File: src/rtl/hazard_controller.sv
// -----------------------------------------------------------------------------
// hazard_controller
//
// Pipeline hazard and multi-cycle-unit scheduler for the 5-stage RISC-V core.
// Decides, every cycle, which stage registers hold (stall) or are bubbled
// (flush). The sources are:
//   * load-use hazards that forwarding cannot cover;
//   * taken branches/jumps resolved in EX;
//   * the start/done handshake with the shared multiply/divide unit (MDU).
//     The pipeline is frozen around EX while the MDU works.
// It also owns the MDU timeout watchdog.
//
// Optional feature macro: HAZARD_STATS_EN
//   When defined, StallCycles and FlushCount are live 32-bit wrapping counters.
//   When undefined, both ports are tied to 0 and no counter flops exist.
//
// Parameters:
//   MD_TIMEOUT   cycles from MdStart until MdError is raised (legal 2..255)
//
// Ports:
//   clk          core clock, all state updates on the rising edge
//   rst_n        synchronous active-low reset
//   Rs1D, Rs2D   source registers of the instruction in ID
//   RdE          destination register of the instruction in EX
//   ResultSrcE0  EX instruction is a load
//   PCSrcE       branch/jump taken in EX
//   MdReqE       EX instruction needs the MDU
//   MdDone       MDU result valid (1-cycle pulse)
//   MdStart      MDU launch pulse
//   StallF/D/E   hold the PC / IF-ID / ID-EX registers
//   FlushD/E/M   bubble the IF-ID / ID-EX / EX-MEM registers
//   MdError      sticky MDU timeout flag (cleared only by reset)
//   StallCycles  count of cycles with StallD = 1
//   FlushCount   count of cycles with FlushE = 1
// -----------------------------------------------------------------------------
module hazard_controller #(
  parameter int MD_TIMEOUT = 64
) (
  input  logic        clk,
  input  logic        rst_n,
  input  logic [4:0]  Rs1D,
  input  logic [4:0]  Rs2D,
  input  logic [4:0]  RdE,
  input  logic        ResultSrcE0,
  input  logic        PCSrcE,
  input  logic        MdReqE,
  input  logic        MdDone,
  output logic        MdStart,
  output logic        StallF,
  output logic        StallD,
  output logic        StallE,
  output logic        FlushD,
  output logic        FlushE,
  output logic        FlushM,
  output logic        MdError,
  output logic [31:0] StallCycles,
  output logic [31:0] FlushCount
);

  typedef enum logic [1:0] {
    RUN     = 2'd0,
    MD_WAIT = 2'd1,
    MD_ERR  = 2'd2
  } state_t;

  state_t     state, state_next;
  logic [7:0] timeout_cnt, timeout_cnt_next;
  logic       lw_stall;

  // Ungated decisions; the ports below force them to 0 while reset is held.
  logic md_start_c, stall_f_c, stall_d_c, stall_e_c;
  logic flush_d_c, flush_e_c, flush_m_c, md_error_c;

  // A register written as x0 never creates a real dependency.
  assign lw_stall = ResultSrcE0 && (RdE != 5'd0) && ((Rs1D == RdE) || (Rs2D == RdE));

  // NOTE: sequential state uses non-blocking assignments so every flop samples
  // the values from before the edge, independent of statement order.
  always_ff @(posedge clk) begin
    if (!rst_n) begin
      state       <= RUN;
      timeout_cnt <= '0;
    end else begin
      state       <= state_next;
      timeout_cnt <= timeout_cnt_next;
    end
  end

  always_comb begin
    // NOTE: every signal gets a default before the case, so no path can leave
    // one unassigned and infer a latch.
    state_next       = state;
    timeout_cnt_next = timeout_cnt;
    md_start_c       = 1'b0;
    stall_f_c        = 1'b0;
    stall_d_c        = 1'b0;
    stall_e_c        = 1'b0;
    flush_d_c        = 1'b0;
    flush_e_c        = 1'b0;
    flush_m_c        = 1'b0;
    md_error_c       = 1'b0;

    unique case (state)
      RUN: begin
        if (MdReqE) begin
          // MDU launch outranks both a (contradictory) load-use and a taken
          // branch: the EX op must stay put until its result comes back.
          md_start_c       = 1'b1;
          stall_f_c        = 1'b1;
          stall_d_c        = 1'b1;
          stall_e_c        = 1'b1;
          flush_m_c        = 1'b1;
          state_next       = MD_WAIT;
          timeout_cnt_next = '0;
        end else begin
          stall_f_c = lw_stall;
          stall_d_c = lw_stall;
          flush_d_c = PCSrcE;
          flush_e_c = lw_stall || PCSrcE;
        end
      end

      MD_WAIT: begin
        timeout_cnt_next = timeout_cnt + 8'd1;
        if (MdDone) begin
          // Release everything so the EX op advances with the MDU result.
          state_next = RUN;
        end else begin
          stall_f_c = 1'b1;
          stall_d_c = 1'b1;
          stall_e_c = 1'b1;
          flush_m_c = 1'b1;
          // Comparing the incremented value puts MdError exactly MD_TIMEOUT
          // cycles after MdStart.
          if (timeout_cnt_next == 8'(MD_TIMEOUT - 1)) state_next = MD_ERR;
        end
      end

      MD_ERR: begin
        stall_f_c  = 1'b1;
        stall_d_c  = 1'b1;
        stall_e_c  = 1'b1;
        flush_m_c  = 1'b1;
        md_error_c = 1'b1;
      end

      default: state_next = RUN;
    endcase
  end

  assign MdStart = rst_n && md_start_c;
  assign StallF  = rst_n && stall_f_c;
  assign StallD  = rst_n && stall_d_c;
  assign StallE  = rst_n && stall_e_c;
  assign FlushD  = rst_n && flush_d_c;
  assign FlushE  = rst_n && flush_e_c;
  assign FlushM  = rst_n && flush_m_c;
  assign MdError = rst_n && md_error_c;

`ifdef HAZARD_STATS_EN
  logic [31:0] stall_cycles_q, flush_count_q;

  always_ff @(posedge clk) begin
    if (!rst_n) begin
      stall_cycles_q <= '0;
      flush_count_q  <= '0;
    end else begin
      stall_cycles_q <= stall_cycles_q + {31'd0, StallD};
      flush_count_q  <= flush_count_q + {31'd0, FlushE};
    end
  end

  assign StallCycles = stall_cycles_q;
  assign FlushCount  = flush_count_q;
`else
  assign StallCycles = '0;
  assign FlushCount  = '0;
`endif

endmodule

File: config.mk
export PLATFORM = sky130hd
export DESIGN_NAME = hazard_controller
export DESIGN_NICKNAME = d
export VERILOG_FILES = /design/src/rtl/hazard_controller.sv
export SDC_FILE = /design/constraint.sdc
export NUM_CORES = 1
export LEC_CHECK = 0
export ABC_AREA = 0
export ABC_CLOCK_PERIOD_IN_PS = 4100
export BUFFER_PORTS_ARGS = -buffer_cell sky130_fd_sc_hd__buf_2
export CAP_MARGIN = 20
export CORE_MARGIN = 2
export CORE_UTILIZATION = 40
export DETAILED_ROUTE_END_ITERATION = 10
export PLACE_DENSITY = 0.79
export SYNTH_ARGS = -nofsm -noshare
export SYNTH_HDL_FRONTEND = slang
export SYNTH_SLANG_ARGS = --single-unit
File: constraint.sdc
create_clock -name clk -period 4.1 [get_ports clk]
set_input_delay 0.205 -clock clk [delete_from_list [all_inputs] [get_ports clk]]
set_output_delay 0.205 -clock clk [all_outputs]
set_load 0.02 [all_outputs]
# Yosys cells after proc, flatten, opt, wreduce, memory -nomap -nowiden
# Index checks and enable logic that the tools add are counted.
# Widths: inputs -> output; s select.
dict set report totals {
  ff_bits 10
  inputBits 21
  word_cells 43
}
dict set report op_classes {
  n_addsub 1
  eq_ne 7
  mux 17
  bitwise 1
  n_reduce_logical 15
}
# operator count
set op_table {}
lappend op_table {{$pmux 8 s2} 1}
lappend op_table {{$eq 5x5->1} 2}
lappend op_table {{$mux 1} 9}
lappend op_table {{$add 8x1->8 const B} 1}
lappend op_table {{$eq 8x6->1 const B} 1}
lappend op_table {{$logic_and 1x1->1} 8}
lappend op_table {{$mux 8} 1}
lappend op_table {{$mux 2} 3}
lappend op_table {{$pmux 1 s3} 2}
lappend op_table {{$pmux 2 s3} 1}
lappend op_table {{$reduce_bool 5->1} 1}
lappend op_table {{$ne 3x3->1 const B} 1}
lappend op_table {{$reduce_and 3->1} 1}
lappend op_table {{$eq 2x1->1 const B} 1}
lappend op_table {{$eq 2x2->1 const B} 1}
lappend op_table {{$logic_not 2->1} 1}
lappend op_table {{$logic_or 1x1->1} 2}
lappend op_table {{$ne 2x2->1 const B} 1}
lappend op_table {{$reduce_and 2->1} 1}
lappend op_table {{$reduce_bool 2->1} 1}
lappend op_table {{$not 1->1} 1}

# Logic depth before layout (Yosys ltp)
# Gate-level depths: netlist of the first run.
dict set report logic_depth {
  depth_word 7
  depth_mapped 6
  ltp_nobuf 5
}

# Least setup slack after synthesis of the first run
# No wires, ideal clock.
dict set report synth_path {
  path_type {reg2out}
  from {reg state[0]}
  to {out StallF}
  arrival_time_ns 1.791
  slack_ns 2.104
  stages_incl_launch_ff 5
  n_path_buf 2
  cell_sequence {dfxtp_1 -> buf_2 -> or3b_4 -> o31ai_1 -> buf_4}
}
dict set report synth_via {
  elab_chain_len 3
  elab_cells_between_ends 5
}
# element line
set synth_rtl {}
lappend synth_rtl {{start: declaration} 66} ;# state_t state, state_next;
lappend synth_rtl {{start signal: assignment} 84} ;# state <= state_next;
lappend synth_rtl {{$eq 2x2->1, or another cell as far along} -}
lappend synth_rtl {{$pmux 1 s3 (*)} -}
lappend synth_rtl {{$logic_and 1x1->1 (*)} -}
lappend synth_rtl {{end: declaration} 49} ;# output logic StallF,
# Every way passes the cells marked *; elsewhere a longest branch is shown, timed or not.

# Worst setup path after layout of the first run
dict set report layout_path {
  from {reg state[0]}
  to {out FlushE}
}
dict set report layout_via {
  elab_chain_len 3
}
# element line
set layout_rtl {}
lappend layout_rtl {{$logic_not 2->1} 103} ;# unique case (state)
lappend layout_rtl {{$mux 1} 103}
lappend layout_rtl {{$logic_and 1x1->1} 156} ;# assign FlushE = rst_n && flush_e_c;
lappend layout_rtl {{end: declaration} 53} ;# output logic FlushE,
# Every way passes these cells.

==> results by group, run 1 <==
STA
  • Tcrit/Tclk final: 0.458
  • Minimum clock period: 1880 ps
  • RSZ-0062 raised after global routing: false
  • Fin. Hold Viols: 0
  • Slew Viols, Final: 0
  • Max Fclk: 0.533 GHz
  • Setup-failing EPs final: 0
  • Setup tns final: 0 ps
  • Skew final: 2.04 ps

Floorplanning
  • Starting Density: 0.419
  • Die height: 60.3 um
  • Die width: 60.3 um
  • Core area: 0.00303 sq mm
  • Top-level port count: 93
  • Row count: 20
  • Die area: 0.00363 sq mm

Drt
  • Initial DRC count: 16
  • DRC viols: 0
  • WL final: 1.94 mm
  • WL/cell: 8.30 um
  • Pre-Repair DR Iteration Count: 4
  • Routed via count: 937
  • Antenna viol nets, final: 0
  • Vias per cell: 4.00

Critical path
  • CP startpoint kind: flip-flop
  • Worst Path Arrival: 1670 ps
  • CP max FO: 11
  • Worst path required time: 3890 ps
  • Crit. End Element: output port
  • Crit path kind: flip-flop to output port

Placement
  • Placer Congestion: 0.819
  • Dpl hpwl: 1.61 mm
  • Input/output buffers: 28

Power
  • Psw: 0.120 mW
  • Clock group share of total power: 0.306
  • Peak VDD IR: 92.8 uV
  • Sequential Power Share: 0.352
  • Pwr Density: 239 mW/mm^2
  • Internal Power: 0.175 mW
  • P_leak: 0.626 nW
  • Comb pwr share: 0.342
  • Net Sw Frac: 0.407

Yosys
  • Post-synthesis sequential area ratio: 0.158
  • Synth Area per Inst: 7.78 sq um
  • Synth area leaders: buf_4, dfxtp_1, xor2_1
  • Yosys top cell by area: buf_4
  • Gate Count Post-Synth: 163
  • Synth Warn #: 0
  • Cell variety after synth: 41
  • Post-synthesis register bit count: 10
  • Post-Syn Area: 0.00127 sq mm
  • Top-area cell type share of the netlist area: 0.391

Clocking
  • Clock slew seen by the registers of the worst setup and hold paths: 70 ps
  • Clock sink count: 10
  • TritonCTS Buffers: 3
  • Post-CTS Setup Bufs: 0
  • TritonCTS clock tree: built
  • Max clock buf depth: 2
  • Clk root buf: clkbuf_4
  • Post_cts resized: 0
  • Worst-skew pair later-pin latency: 270 ps
  • H-tree depth: 1
  • # hold bufs at CTS: 0

Global routing
  • Vias in the first global route: 736
  • Total track usage: 0.110
  • Largest net degree at the start of global routing: 12
  • Total grt overflow: 0
  • First-pass GRT wire length: 2.95 mm
  • Antenna violations before repair: 0

Cells and area
  • Fin util: 0.406
  • Antenna Cells: 0
  • Commonest non-fill, non-tap cell in the layout: conb_1
  • Layout net count: 214
  • Area growth syn-to-layout: -2.96%
  • Layout cell share with drive strength beyond 1: 0.216
  • Most frequent cells in the layout: conb_1, buf_2, xor2_1, dfxtp_1, nor2_1

Outcome
  • Outcome: finished, final reports clean

Flow run
  • Max Cap Violations: 0

Hold path
  • Hold Crit Class: input pin to flip-flop
==> Yosys cell counts, drive strengths merged <==
library cell,instances
a21boi,3
a21oi,3
a22oi,2
a31o,1
a31oi,2
and2,3
and3b,1
buf,68
conb,1
dfxtp,10
ha,2
inv,5
mux2,1
nand2,8
nand2b,2
nand3,3
nand3b,1
nand4,1
nor2,10
nor2b,2
nor3,4
nor3b,2
o211ai,2
o21ai,6
o21bai,2
o221ai,1
o22ai,1
o31ai,1
or3b,1
or4,3
or4b,1
xor2,10
==> registers in the layout, indices dropped and copies added (netlist names) <==
name / count
state: 2
timeout_cnt: 8
==> metal layers <==
| layer | vias to the layer above | track usage | part of all wire |
|---|---|---|---|
| met1 | 407 | 0.132 | 0.40 |
| met5 | - | 0 | 0 |
| met4 | 0 | 0.0762 | 0.025 |
| met2 | 58 | 0.175 | 0.49 |
| met3 | 5 | 0.0195 | 0.091 |
| li1 | 467 | - | - |
==> final cells by class <==
class	instances	area [sq um]
clock buffers	4	36.3
fillers	324	1800
inverters	5	18.8
multi-input cells	143	779
flip-flops and latches	10	200
well taps	44	55.1
repair buffers	28	140
==> critical path, stage by stage, from the launching register on <==
cell and delay [ps]:
dfxtp_1 430, or3b_4 450, nor2_2 100, and2_1 140
o21bai_1 100, buf_2 170
==> path summary, 6_finish.rpt <==
kind	startpoint	endpoint	slack [ps]	depth (start not counted)
max	state[0]	FlushE	2220	5
min	MdDone	state[0]	240	4
max reg2reg	timeout_cnt[1]	state[0]	2620	4
min reg2reg	timeout_cnt[6]	timeout_cnt[6]	490	2
==> logic make-up (layout without fill, tap and decap cells) <==
kind of cell / Yosys count / after routing / share of synthesized area
AND/OR/NAND/NOR: 42 / 42 / 0.198
adder cells (fa/ha/maj): 2 / 2 / 0.0197
flip-flops: 10 / 10 / 0.158
multiplexers: 1 / 1 / 0.00888
XOR/XNOR: 10 / 10 / 0.0691
buffers and inverters: 73 / 37 / 0.414
other: 1 / 64 / 0.00296
AO/OA/AOI/OAI: 24 / 24 / 0.129
==> stage by stage <==
| stage | hold slack [ps] | cell area [sq um] | instances | setup WS [ps] | power, mW |
|---|---|---|---|---|---|
| 2_1_floorplan | 327 | 1500 | 226 | 2100 | 0.233 |
| 3_3_place_gp | 475 | 1190 | 230 | 2540 | 0.205 |
| 3_5_place_dp | 479 | 1190 | 230 | 2510 | 0.206 |
| 4_1_cts | 231 | 1230 | 234 | 2210 | 0.297 |
| 5_1_grt | 219 | 1230 | 234 | 2100 | 0.316 |
| 6_report | 239 | 1230 | 234 | 2220 | 0.294 |
==> power by group through the flow <==
| stage | Combinational (mW) | Clock [mW] | Sequential [mW] |
|---|---|---|---|
| 2_1_floorplan | 0.130 | 0 | 0.103 |
| 3_3_place_gp | 0.0994 | 0 | 0.106 |
| 3_5_place_dp | 0.0999 | 0 | 0.106 |
| 4_1_cts | 0.100 | 0.0931 | 0.104 |
| 5_1_grt | 0.111 | 0.101 | 0.104 |
| 6_report | 0.101 | 0.0901 | 0.104 |
(Power assumes the default switching activity.)
==> inputs of run 2 (changes only) <==
--- a/config.mk
+++ b/config.mk
@@ -6,7 +6,7 @@
 export NUM_CORES = 1
 export LEC_CHECK = 0
 export ABC_AREA = 0
-export ABC_CLOCK_PERIOD_IN_PS = 4100
+export ABC_CLOCK_PERIOD_IN_PS = 1800
 export BUFFER_PORTS_ARGS = -buffer_cell sky130_fd_sc_hd__buf_2
 export CAP_MARGIN = 20
 export CORE_MARGIN = 2
==> constraint.sdc (replaced) <==
create_clock -name clk -period 1.8 [get_ports clk]
set_input_delay 0.09 -clock clk [delete_from_list [all_inputs] [get_ports clk]]
set_output_delay 0.09 -clock clk [all_outputs]
set_load 0.02 [all_outputs]
==> run 2 against run 1 <==
Register-to-register slack worse by 2300 ps; hold slack worse by 120 ps; die area unchanged; final cell count up 0.43%.
==> results by group, run 2 (synthesis results as in run 1) <==
Critical path
  • Worst path required time: 1710 ps
  • Reg2Reg Depth: 5
  • Setup slack, reg-to-reg: 350 ps
  • Crit path kind: flip-flop to output port
  • Worst setup path endpoint: FlushE
  • R2r endpoint: timeout_cnt[6]
  • CP startpoint kind: flip-flop
  • Worst Path Arrival: 1610 ps
  • Worst r2r src: timeout_cnt[0]
  • Critical Path Start: state[0]
  • CP max FO: 11
  • Crit. End Element: output port

Cells and area
  • Antenna Cells: 0
  • Max reg flops: 8
  • Biggest register: timeout_cnt
  • Filler cell count: 310
  • Area of the multi-input gates: 785 sq um
  • Fin cells: 235
  • Layout net count: 215
  • Fin util: 0.411
  • FF/Latch Area: 203 sq um
  • Most frequent cells in the layout: conb_1, buf_2, xor2_1
  • Area growth syn-to-layout: -1.78%
  • Final Cell Area: 0.00124 sq mm
  • Biggest regs: timeout_cnt (8), state (2)
  • Commonest non-fill, non-tap cell in the layout: conb_1
  • Layout cell share with drive strength beyond 1: 0.236

Drt
  • DRC viols: 0
  • Vias per cell: 4.13
  • WL final: 2.13 mm
  • Initial DRC count: 36
  • WL/cell: 9.08 um
  • Routed via count: 971
  • Pre-Repair DR Iteration Count: 4
  • Antenna viol nets, final: 0

Clocking
  • Clk root buf: clkbuf_4
  • # hold bufs at CTS: 0
  • TritonCTS clock tree: built
  • H-tree depth: 1
  • Post-CTS Setup Bufs: 0
  • Max clock buf depth: 2
  • Clock sink count: 10
  • Clock slew seen by the registers of the worst setup and hold paths: 70 ps
  • Worst-skew pair later-pin latency: 270 ps
  • TritonCTS Buffers: 3

Placement
  • Placer Congestion: 0.821
  • Input/output buffers: 28
  • Dpl hpwl: 1.77 mm
  • Area after DPL: 0.00121 sq mm
  • DP Worst Slack: 306 ps
  • Placed cells: 231

Floorplanning
  • Die height: 60.3 um
  • Starting Density: 0.419
  • Die area: 0.00363 sq mm
  • Die width: 60.3 um
  • Top-level port count: 93
  • Row count: 20
  • Core area: 0.00303 sq mm

Power
  • Psw: 0.274 mW
  • Sequential Power Share: 0.351
  • P_leak: 0.633 nW
  • Comb pwr share: 0.350
  • Pwr Density: 541 mW/mm^2
  • Clock group share of total power: 0.299
  • Design Power: 0.674 mW
  • Peak VDD IR: 140 uV
  • Internal Power: 0.400 mW
  • Net Sw Frac: 0.406

Global routing
  • Total grt overflow: 0
  • Vias in the first global route: 835
  • First-pass GRT wire length: 3.40 mm
  • Largest net degree at the start of global routing: 12
  • Total track usage: 0.121
  • Antenna violations before repair: 0

STA
  • Skew final: 1.74 ps
  • Setup tns final: 0 ps
  • Tcrit/Tclk final: 0.946
  • Setup-failing EPs final: 0
  • Max Fclk: 0.587 GHz
  • Final worst slack: 97.3 ps
  • RSZ-0062 raised after global routing: false
  • Minimum clock period: 1700 ps
  • Slew Viols, Final: 0
  • Final hold slack: 118 ps
  • Fin. Hold Viols: 0

Hold path
  • Hold Crit Class: input pin to flip-flop
  • Hold_sp: MdDone

Outcome
  • Outcome: finished, final reports clean

Flow run
  • Max Cap Violations: 0
==> run 2: final cells by class <==
type,count,area share
multi-input combinational,143,0.630
sequential,10,0.163
timing repair buffer,29,0.119
tap,44,0.0442
clock buffer,4,0.0291
inverter,5,0.0151
==> run 2: power groups by stage <==
stage          Sequential, mW  Combinational (mW)  Clock [mW]
4_1_cts                 0.236               0.233       0.210
3_5_place_dp            0.241               0.233           0
3_3_place_gp            0.240               0.231           0
6_report                0.237               0.236       0.201
5_1_grt                 0.238               0.259       0.224
2_1_floorplan           0.235               0.298           0
==> run 2: critical path: stages (launching register included) <==
cell and delay [ps]:
dfxtp_2 390, or3b_4 420, nor2_2 120, and2_1 140
o21bai_1 100, buf_2 170
==> run 2: repair_timing <==
item                                    in CTS  in global routing
endpoints found under the setup margin       0                  3
gates resized for setup                      0                  2
hold endpoints to repair                     0                  0
==> run 2: worst min path at each step <==
| stage | to | slack, ps | cells after the start |
|---|---|---|---|
| 6_report | state[0] | 120 | 4 |
| 5_1_grt | state[0] | 130 | 4 |
| 4_1_cts | state[0] | 120 | 4 |
| 3_5_place_dp | state[0] | 400 | 4 |
| 3_3_place_gp | state[0] | 410 | 4 |
| 2_1_floorplan | timeout_cnt[1] | 210 | 1 |
==> run 2: per-layer routing <==
| layer | part of all wire | GRT usage | vias to the layer above |
|---|---|---|---|
| met4 | 0.019 | 0.0476 | 0 |
| met2 | 0.52 | 0.222 | 58 |
| met1 | 0.39 | 0.135 | 439 |
| met3 | 0.075 | 0.0216 | 4 |
| met5 | 0 | 0 | - |
| li1 | - | - | 470 |
